File: config.mk
export PLATFORM = sky130hd
export DESIGN_NAME = den_gt_countdown
export DESIGN_NICKNAME = d
export VERILOG_FILES = /design/src/rtl/den_gt_countdown.sv
export SDC_FILE = /design/constraint.sdc
export NUM_CORES = 1
export LEC_CHECK = 0
export BUFFER_PORTS_ARGS = -buffer_cell sky130_fd_sc_hd__buf_2
export CAP_MARGIN = 10
export CORE_ASPECT_RATIO = 1.5
export CORE_UTILIZATION = 52
export DETAILED_ROUTE_END_ITERATION = 16
export GPL_ROUTABILITY_DRIVEN = 0
export PLACE_DENSITY = 0.76
export SYNTH_ARGS = -nofsm -noshare
export SYNTH_HDL_FRONTEND = slang
export SYNTH_SLANG_ARGS = --single-unit
File: constraint.sdc
create_clock -name clk -period 1.95 [get_ports clk]
set_clock_uncertainty 0.05 [all_clocks]
set_input_delay 0.0975 -clock clk [delete_from_list [all_inputs] [get_ports clk]]
set_output_delay 0.0975 -clock clk [all_outputs]
set_load 0.01 [all_outputs]
File: src/rtl/den_gt_countdown.sv
// rtl/den_gt_countdown.sv - per-route BCD countdown and seven-segment display for the traffic light controller
module den_gt_countdown #(
    parameter int TICK_DIV = 50000000,
    parameter int T_GREEN  = 3,
    parameter int T_YELLOW = 2
) (
    input  logic       clk,
    input  logic       reset,
    input  logic [5:0] light,
    output logic [7:0] cnt_a_bcd,
    output logic [7:0] cnt_b_bcd,
    output logic [6:0] seg_a1,
    output logic [6:0] seg_a0,
    output logic [6:0] seg_b1,
    output logic [6:0] seg_b0,
    output logic       valid,
    output logic       err
);

    localparam int DW    = (TICK_DIV > 1) ? $clog2(TICK_DIV) : 1;
    localparam int T_RED = T_GREEN + T_YELLOW;

    localparam logic [DW-1:0] DIV_LAST = DW'(TICK_DIV - 1);

    // Reload constants, already split into {tens,units} BCD
    localparam logic [7:0] BCD_G = {4'(T_GREEN / 10),  4'(T_GREEN % 10)};
    localparam logic [7:0] BCD_Y = {4'(T_YELLOW / 10), 4'(T_YELLOW % 10)};
    localparam logic [7:0] BCD_R = {4'(T_RED / 10),    4'(T_RED % 10)};

    // Light patterns, bit order {g1,y1,r1,g2,y2,r2}
    localparam logic [5:0] P_IDLE  = 6'b010010;
    localparam logic [5:0] P_GA_RB = 6'b100001;
    localparam logic [5:0] P_YA_RB = 6'b010001;
    localparam logic [5:0] P_RA_GB = 6'b001100;
    localparam logic [5:0] P_RA_YB = 6'b001010;

    localparam logic [6:0] SEG_BLANK = 7'h7F;

    logic [5:0]    light_q;
    logic [5:0]    light_d;
    logic [DW-1:0] div_cnt;
    logic          tick;
    logic          running;
    logic          illegal;
    logic          chg_a;
    logic          chg_b;
    logic [7:0]    cnt_a_nx;
    logic [7:0]    cnt_b_nx;

    // Reload value for one route's {g,y,r} triple
    function automatic logic [7:0] reload_val(input logic [2:0] l);
        case (l)
            3'b100:  reload_val = BCD_G;
            3'b010:  reload_val = BCD_Y;
            3'b001:  reload_val = BCD_R;
            default: reload_val = 8'h00;
        endcase
    endfunction

    // Two-digit BCD decrement that stops at zero
    function automatic logic [7:0] bcd_dec(input logic [7:0] c);
        if (c == 8'h00) begin
            bcd_dec = 8'h00;
        end else if (c[3:0] == 4'd0) begin
            bcd_dec = {c[7:4] - 4'd1, 4'd9};
        end else begin
            bcd_dec = {c[7:4], c[3:0] - 4'd1};
        end
    endfunction

    // Active-low {g,f,e,d,c,b,a} digit decode; non-BCD codes blank
    function automatic logic [6:0] seg7(input logic [3:0] d);
        case (d)
            4'd0:    seg7 = 7'h40;
            4'd1:    seg7 = 7'h79;
            4'd2:    seg7 = 7'h24;
            4'd3:    seg7 = 7'h30;
            4'd4:    seg7 = 7'h19;
            4'd5:    seg7 = 7'h12;
            4'd6:    seg7 = 7'h02;
            4'd7:    seg7 = 7'h78;
            4'd8:    seg7 = 7'h00;
            4'd9:    seg7 = 7'h10;
            default: seg7 = SEG_BLANK;
        endcase
    endfunction

    // Classify the registered pattern and detect per-route light changes
    always_comb begin
        running = (light_q == P_GA_RB) || (light_q == P_YA_RB) ||
                  (light_q == P_RA_GB) || (light_q == P_RA_YB);
        illegal = !running && (light_q != P_IDLE);
        chg_a   = (light_q[5:3] != light_d[5:3]);
        chg_b   = (light_q[2:0] != light_d[2:0]);
        tick    = (div_cnt == DIV_LAST);
    end

    // Counter next state: force to zero, else reload on change, else count down on tick
    always_comb begin
        cnt_a_nx = cnt_a_bcd;
        cnt_b_nx = cnt_b_bcd;
        if (!running) begin
            cnt_a_nx = 8'h00;
            cnt_b_nx = 8'h00;
        end else begin
            if (chg_a) begin
                cnt_a_nx = reload_val(light_q[5:3]);
            end else if (tick) begin
                cnt_a_nx = bcd_dec(cnt_a_bcd);
            end
            if (chg_b) begin
                cnt_b_nx = reload_val(light_q[2:0]);
            end else if (tick) begin
                cnt_b_nx = bcd_dec(cnt_b_bcd);
            end
        end
    end

    // Input pipeline, tick divider, counters and status flags
    always_ff @(posedge clk) begin
        if (!reset) begin
            light_q   <= P_IDLE;
            light_d   <= P_IDLE;
            div_cnt   <= '0;
            cnt_a_bcd <= 8'h00;
            cnt_b_bcd <= 8'h00;
            valid     <= 1'b0;
            err       <= 1'b0;
        end else begin
            light_q   <= light;
            light_d   <= light_q;
            div_cnt   <= tick ? '0 : div_cnt + DW'(1);
            cnt_a_bcd <= cnt_a_nx;
            cnt_b_bcd <= cnt_b_nx;
            valid     <= running;
            err       <= err | illegal;
        end
    end

    // Display registers: blank everything unless running, blank a leading zero tens digit
    always_ff @(posedge clk) begin
        if (!reset) begin
            seg_a1 <= SEG_BLANK;
            seg_a0 <= SEG_BLANK;
            seg_b1 <= SEG_BLANK;
            seg_b0 <= SEG_BLANK;
        end else begin
            seg_a1 <= (valid && cnt_a_bcd[7:4] != 4'd0) ? seg7(cnt_a_bcd[7:4]) : SEG_BLANK;
            seg_a0 <= valid ? seg7(cnt_a_bcd[3:0]) : SEG_BLANK;
            seg_b1 <= (valid && cnt_b_bcd[7:4] != 4'd0) ? seg7(cnt_b_bcd[7:4]) : SEG_BLANK;
            seg_b0 <= valid ? seg7(cnt_b_bcd[3:0]) : SEG_BLANK;
        end
    end

endmodule

---- Word-level counts from Yosys, hierarchy flattened ----
Memory sizes are Yosys's and may differ from the RTL's. A register that Yosys moved wholly into a read port is not among the register bits.
Cells that the tools add are included.
operators by class
  equality and inequality tests ........... 14
  muxes and demuxes ....................... 10
  bitwise logic cells ..................... 2
  add/sub/neg operators ................... 5
  reduce and logical (&&, ||, !) cells .... 28
operators by type and width
  kind                   count
  $mux 8                 8
  $add 26x1->26 const B  1
  $eq 26x26->1 const B   1
  $pmux 3 s3             2
  $logic_not 8->1        2
  $sub 4x1->4 const B    4
  $eq 6x4->1 const B     2
  $reduce_and 2->1       6
  $logic_not 4->1        2
  $reduce_bool 4->1      2
  $eq 3x1->1 const B     2
  $eq 3x2->1 const B     2
  $eq 3x3->1 const B     2
  $eq 6x5->1 const B     1
  $eq 6x6->1 const B     1
  $ne 3x3->1             2
  $ne 6x5->1 const B     1
  $reduce_bool 3->1      2
  $logic_not 1->1        5
  $reduce_bool 2->1      2
  $logic_and 1x1->1      3
  $logic_or 1x1->1       3
  $reduce_or 2->1        1
  $not 1->1              1
  $or 1x1->1             1
storage, ports and cells
  input bits .............................. 8
  memory bits (read-only) ................. 448
  output and inout port bits .............. 46
  bits in registers ....................... 56
  memories ................................ 4
memories
  memory           depth  width  rd ports  clocked after memory_dff  write ports  line  source
  (no name shown)  16     7      1         1                         0            73    case (d)
  (no name shown)  16     7      1         1                         0            73
  (no name shown)  16     7      1         1                         0            73
  (no name shown)  16     7      1         1                         0            73

---- Depth between registers and ports, before layout ----
  depth in word-level cells ............... 7
  mapped depth ............................ 7
  mapped depth without buffers ............ 7

---- Worst setup path after synthesis ----
Ideal clock, no wire load.
  path kind ............................... reg-to-reg
  start ................................... register div_cnt[9]
  end ..................................... register cnt_a_bcd[5]
  buffers on the path ..................... 1
  cell stages (with the launch flop) ...... 7
  required time ........................... 1.828 ns
  setup slack ............................. -0.091 ns
  period minus slack after synthesis ...... 2.041 ns
  data arrival time ....................... 1.919 ns
  library setup time ...................... 0.072 ns
  cell sequence ........................... dfxtp_1 nor4b_2 nand4_1 or3_4 buf_6 or4_1 a21oi_1
between the ends
  cells in the longest elaborated chain, start to end .. 3
RTL lines
  element                      line  source
  from (decl)                  41    logic [DW-1:0] div_cnt;
  from (signal assigned)       132   div_cnt <= tick ? '0 : div_cnt + DW'(1);
  $eq 26x26->1                 95    tick = (div_cnt == DIV_LAST);
  $reduce_bool 2->1 (no line)  --
  $reduce_and 2->1 (no line)   --
  to (signal assigned)         133   cnt_a_bcd <= cnt_a_nx;
  to (decl)                    10    output logic [7:0] cnt_a_bcd,
No other way between the ends.
A chain may end at the register's enable or synchronous reset.

---- Worst setup path in the final report ----
  start ................................... register div_cnt[9]
  end ..................................... register cnt_b_bcd[7]
between the ends
  cells in the longest elaborated chain, start to end .. 3
RTL lines
  element                      line  source
  $eq 26x26->1                 95
  $reduce_bool 2->1 (no line)  --
  $reduce_and 2->1 (no line)   --
  to (signal assigned)         134   cnt_b_bcd <= cnt_b_nx;
  to (decl)                    11    output logic [7:0] cnt_b_bcd,
No other way between the ends.

==> results.yml <==
run_status:
  outcome: "complete, but fails checks"
  violations: "setup timing"
clocking:
  clockBufferDepth: 2
  clk_pin_slew_ns: 0.08
  cts_buffers: 9
  clockRootBuffer: "clkbuf_8"
  cts_tree: "done"
  cts_sinks: 84
  htree_num_levels: 3
  worstSkewPairLatency_ns: 0.36
yosys:
  async_reset_ff_share_pct: 0
  syn-num-nets: 499
  seq_area_frac_synth_pct: 42.56
  synth_seq_cells: 84
  yosys_warnings: 0
  syn_inst: 469
  synth_ff_type: "dfxtp_1"
  avgSynthCellArea_um2: 8.425
  synth.distinct_cells: 46
  syn_area_mm2: 0.003951
  synth_edf_count: 0
floorplanning:
  pin_count: 54
  dieArea_mm2: 0.007959
  dieHeight_um: 108.8
  rows: 38
  start_util_pct: 54.32
  die_x_um: 73.18
  core_area_mm2: 0.007274
placement:
  post-place-ws_ns: -0.07966
  placed_area_mm2: 0.004718
  io_buffers: 53
  hpwlAfterDp_um: 6557
route:
  num_vias: 3666
  wl_um: 9084
  drt_iter0_drc: 242
  drtAntennaViolNets: 0
  dr.pass1.iters: 4
  drc: 0
  avgRoutedWirePerCell_um: 13.28
  via_per_inst: 5.360
setup_path:
  cp_max_fo: 8
  cp_cell_sequence: "nor4b_2 -> nand4_1 -> or3_4 -> or4b_1 -> a21oi_1"
  critPathMaxStageDelay_ns: 0.53
  start_kind: "flop"
  cp_data_required_time_ns: 2.20
  slowest_stage: "or4b_1"
  arrival_ns: 2.25
  cp_top_family: "simple AND/OR/NAND/NOR gates"
  path_class: "flop to flop"
  path_buf_inv: 0
  crit_path_end_kind: "flop"
final_layout:
  synthToLayoutAreaGrowth_pct: 27.68
  drive_gt1_share_pct: 26.03
  fillCellCount: 588
  nNetsFinal: 611
  final_area_mm2: 0.005045
  antenna_cells: 0
sta:
  rsz0062_at_grt: "true"
  slew_violations: 0
  setup_tns_ns: -0.1975
  worstMarginPinSlew_ns: 0.5839
  slew_headroom_pct: 60.99
  fin_crit_sh_pct: 102.6
  hold_violations: 0
  fin_ws_ns: -0.05090
  setup_violations: 7
  period_needed_ns: 2.001
  fmax_mhz: 499.8
pwr:
  peakVddDrop_mv: 0.4293
  power.density_mw_per_mm2: 595.0
  p_leak_nw: 1.986
  total_power_mw: 3.002
grt:
  grt_max_degree: 25
  grt_util_all_layers_pct: 25.00
  antenna_found_initial: 0
  grt_first_pass_wirelength_um: 15390
  grt_overflow_total: 0
  grt_pass1_vias: 3604
min_path:
  min_path_type: "input port to flop"
run:
  cap_violations: 0
## worst paths after layout
path,start,end,slack [ns],cells after the start
max reg2reg,div_cnt[9],cnt_b_bcd[7],-0.05,5
min reg2reg,cnt_a_bcd[6],cnt_a_bcd[6],0.45,2
min,reset,light_d[4],0.02,2
max,div_cnt[9],cnt_b_bcd[7],-0.05,5
## synthesized netlist by cell type (all sizes together) (8+ instances only)
library cell	count	area (um^2)
nand2b	8	50.05
dfxtp	84	1682
inv	23	86.33
nor2	56	210.2
nand3	15	75.07
xor2	13	113.9
o21ai	39	195.2
nor4	10	68.81
nor3	12	60.06
nand4	9	56.30
clkbuf	19	71.32
xnor2	22	192.7
a21oi	35	175.2
ha	22	275.3
and2	10	62.56
nand2	34	127.6
## layer usage
layer	vias up	track usage, %	wire [um]
li1	1837	-	-
met1	1703	25.07	3533
met2	93	44.71	4809
met3	33	5.915	386
met4	0	17.09	355
met5	-	0	0
## per-stage QoR
step	utilization [%]	std cells	hold slack, ns
finish	69.35	684	0.02359
global route	69.35	684	0.02069
CTS	68.40	683	0.004730
detailed placement	64.86	660	0.2350
global placement	64.86	660	0.2284
floorplan	-	469	0.1490
## placed cells by master, fill, tap and decap left out, types with 2 or more instances in the layout
master	instances
buf_2	53
o21ai_0	37
dlygate4sd3_1	6
and4_1	2
a21oi_2	3
a211oi_1	6
nor3b_1	2
clkbuf_8	10
or4b_1	2
dfxtp_2	2
xnor2_1	22
nor3_1	12
or2_2	3
buf_12	2
nand2_1	34
or4_4	4
a21oi_1	32
clkbuf_1	2
buf_4	62
inv_1	23
dfxtp_1	82
ha_1	22
and3_1	5
o211ai_1	5
nor4_1	9
or3_4	2
or4_1	2
a31oi_1	2
nand2b_1	8
or3_1	3
and2_1	10
nand3_1	15
nor2_1	56
nand4_1	9
xor2_1	13
## report_power, final
part | internal [mW] | total, mW | switching, mW | leakage [nW]
Clock | 0.482 | 1.07 | 0.589 | 0.0783
Sequential | 1.74 | 1.75 | 0.0116 | 0.683
Combinational | 0.0858 | 0.182 | 0.0961 | 1.22
## sequential cells by signal (all words and copies together), names as in the netlist
register	cells
err	1
valid	1
seg_b1	7
seg_b0	7
cnt_b_bcd	8
div_cnt	26
seg_a1	7
cnt_a_bcd	8
light_q	6
light_d	6
seg_a0	7
## logic make-up (layout without fill, tap and decap cells)
group | after synthesis | in the layout | share of synthesized area [%]
multiplexers | 1 | 1 | 0.2533
flip-flops | 84 | 84 | 42.56
AO/OA/AOI/OAI | 96 | 96 | 13.74
XOR/XNOR | 35 | 35 | 7.758
buffers and inverters | 46 | 160 | 4.591
AND/OR/NAND/NOR | 185 | 186 | 24.13
adder cells (fa/ha/maj) | 22 | 22 | 6.966
## worst reg2reg max path, cell delays in order, from the launching register on
cell,delay (ns)
dfxtp_1,0.32
nor4b_2,0.27
nand4_1,0.18
or3_4,0.46
or4b_1,0.53
a21oi_1,0.13
## final cells by class
cell class,instances,area (um^2),share of cell area (%)
clock buffers,12,145.1,2.877
clock inverters,2,12.51,0.2480
inverters,23,86.33,1.711
multi-input cells,340,2161,42.83
flip-flops and latches,84,1684,33.38
well taps,100,125.1,2.480
repair buffers,123,830.8,16.47
## timing repair
item,CTS,global route
endpoints found under the setup margin,7,35
buffers inserted,2,1
hold buffers,6,0
gates cloned,1,0
gates resized for setup,2,16
hold endpoints to repair,6,0
pin swaps,11,4
No activity file was read; power rests on OpenSTA's default activity.
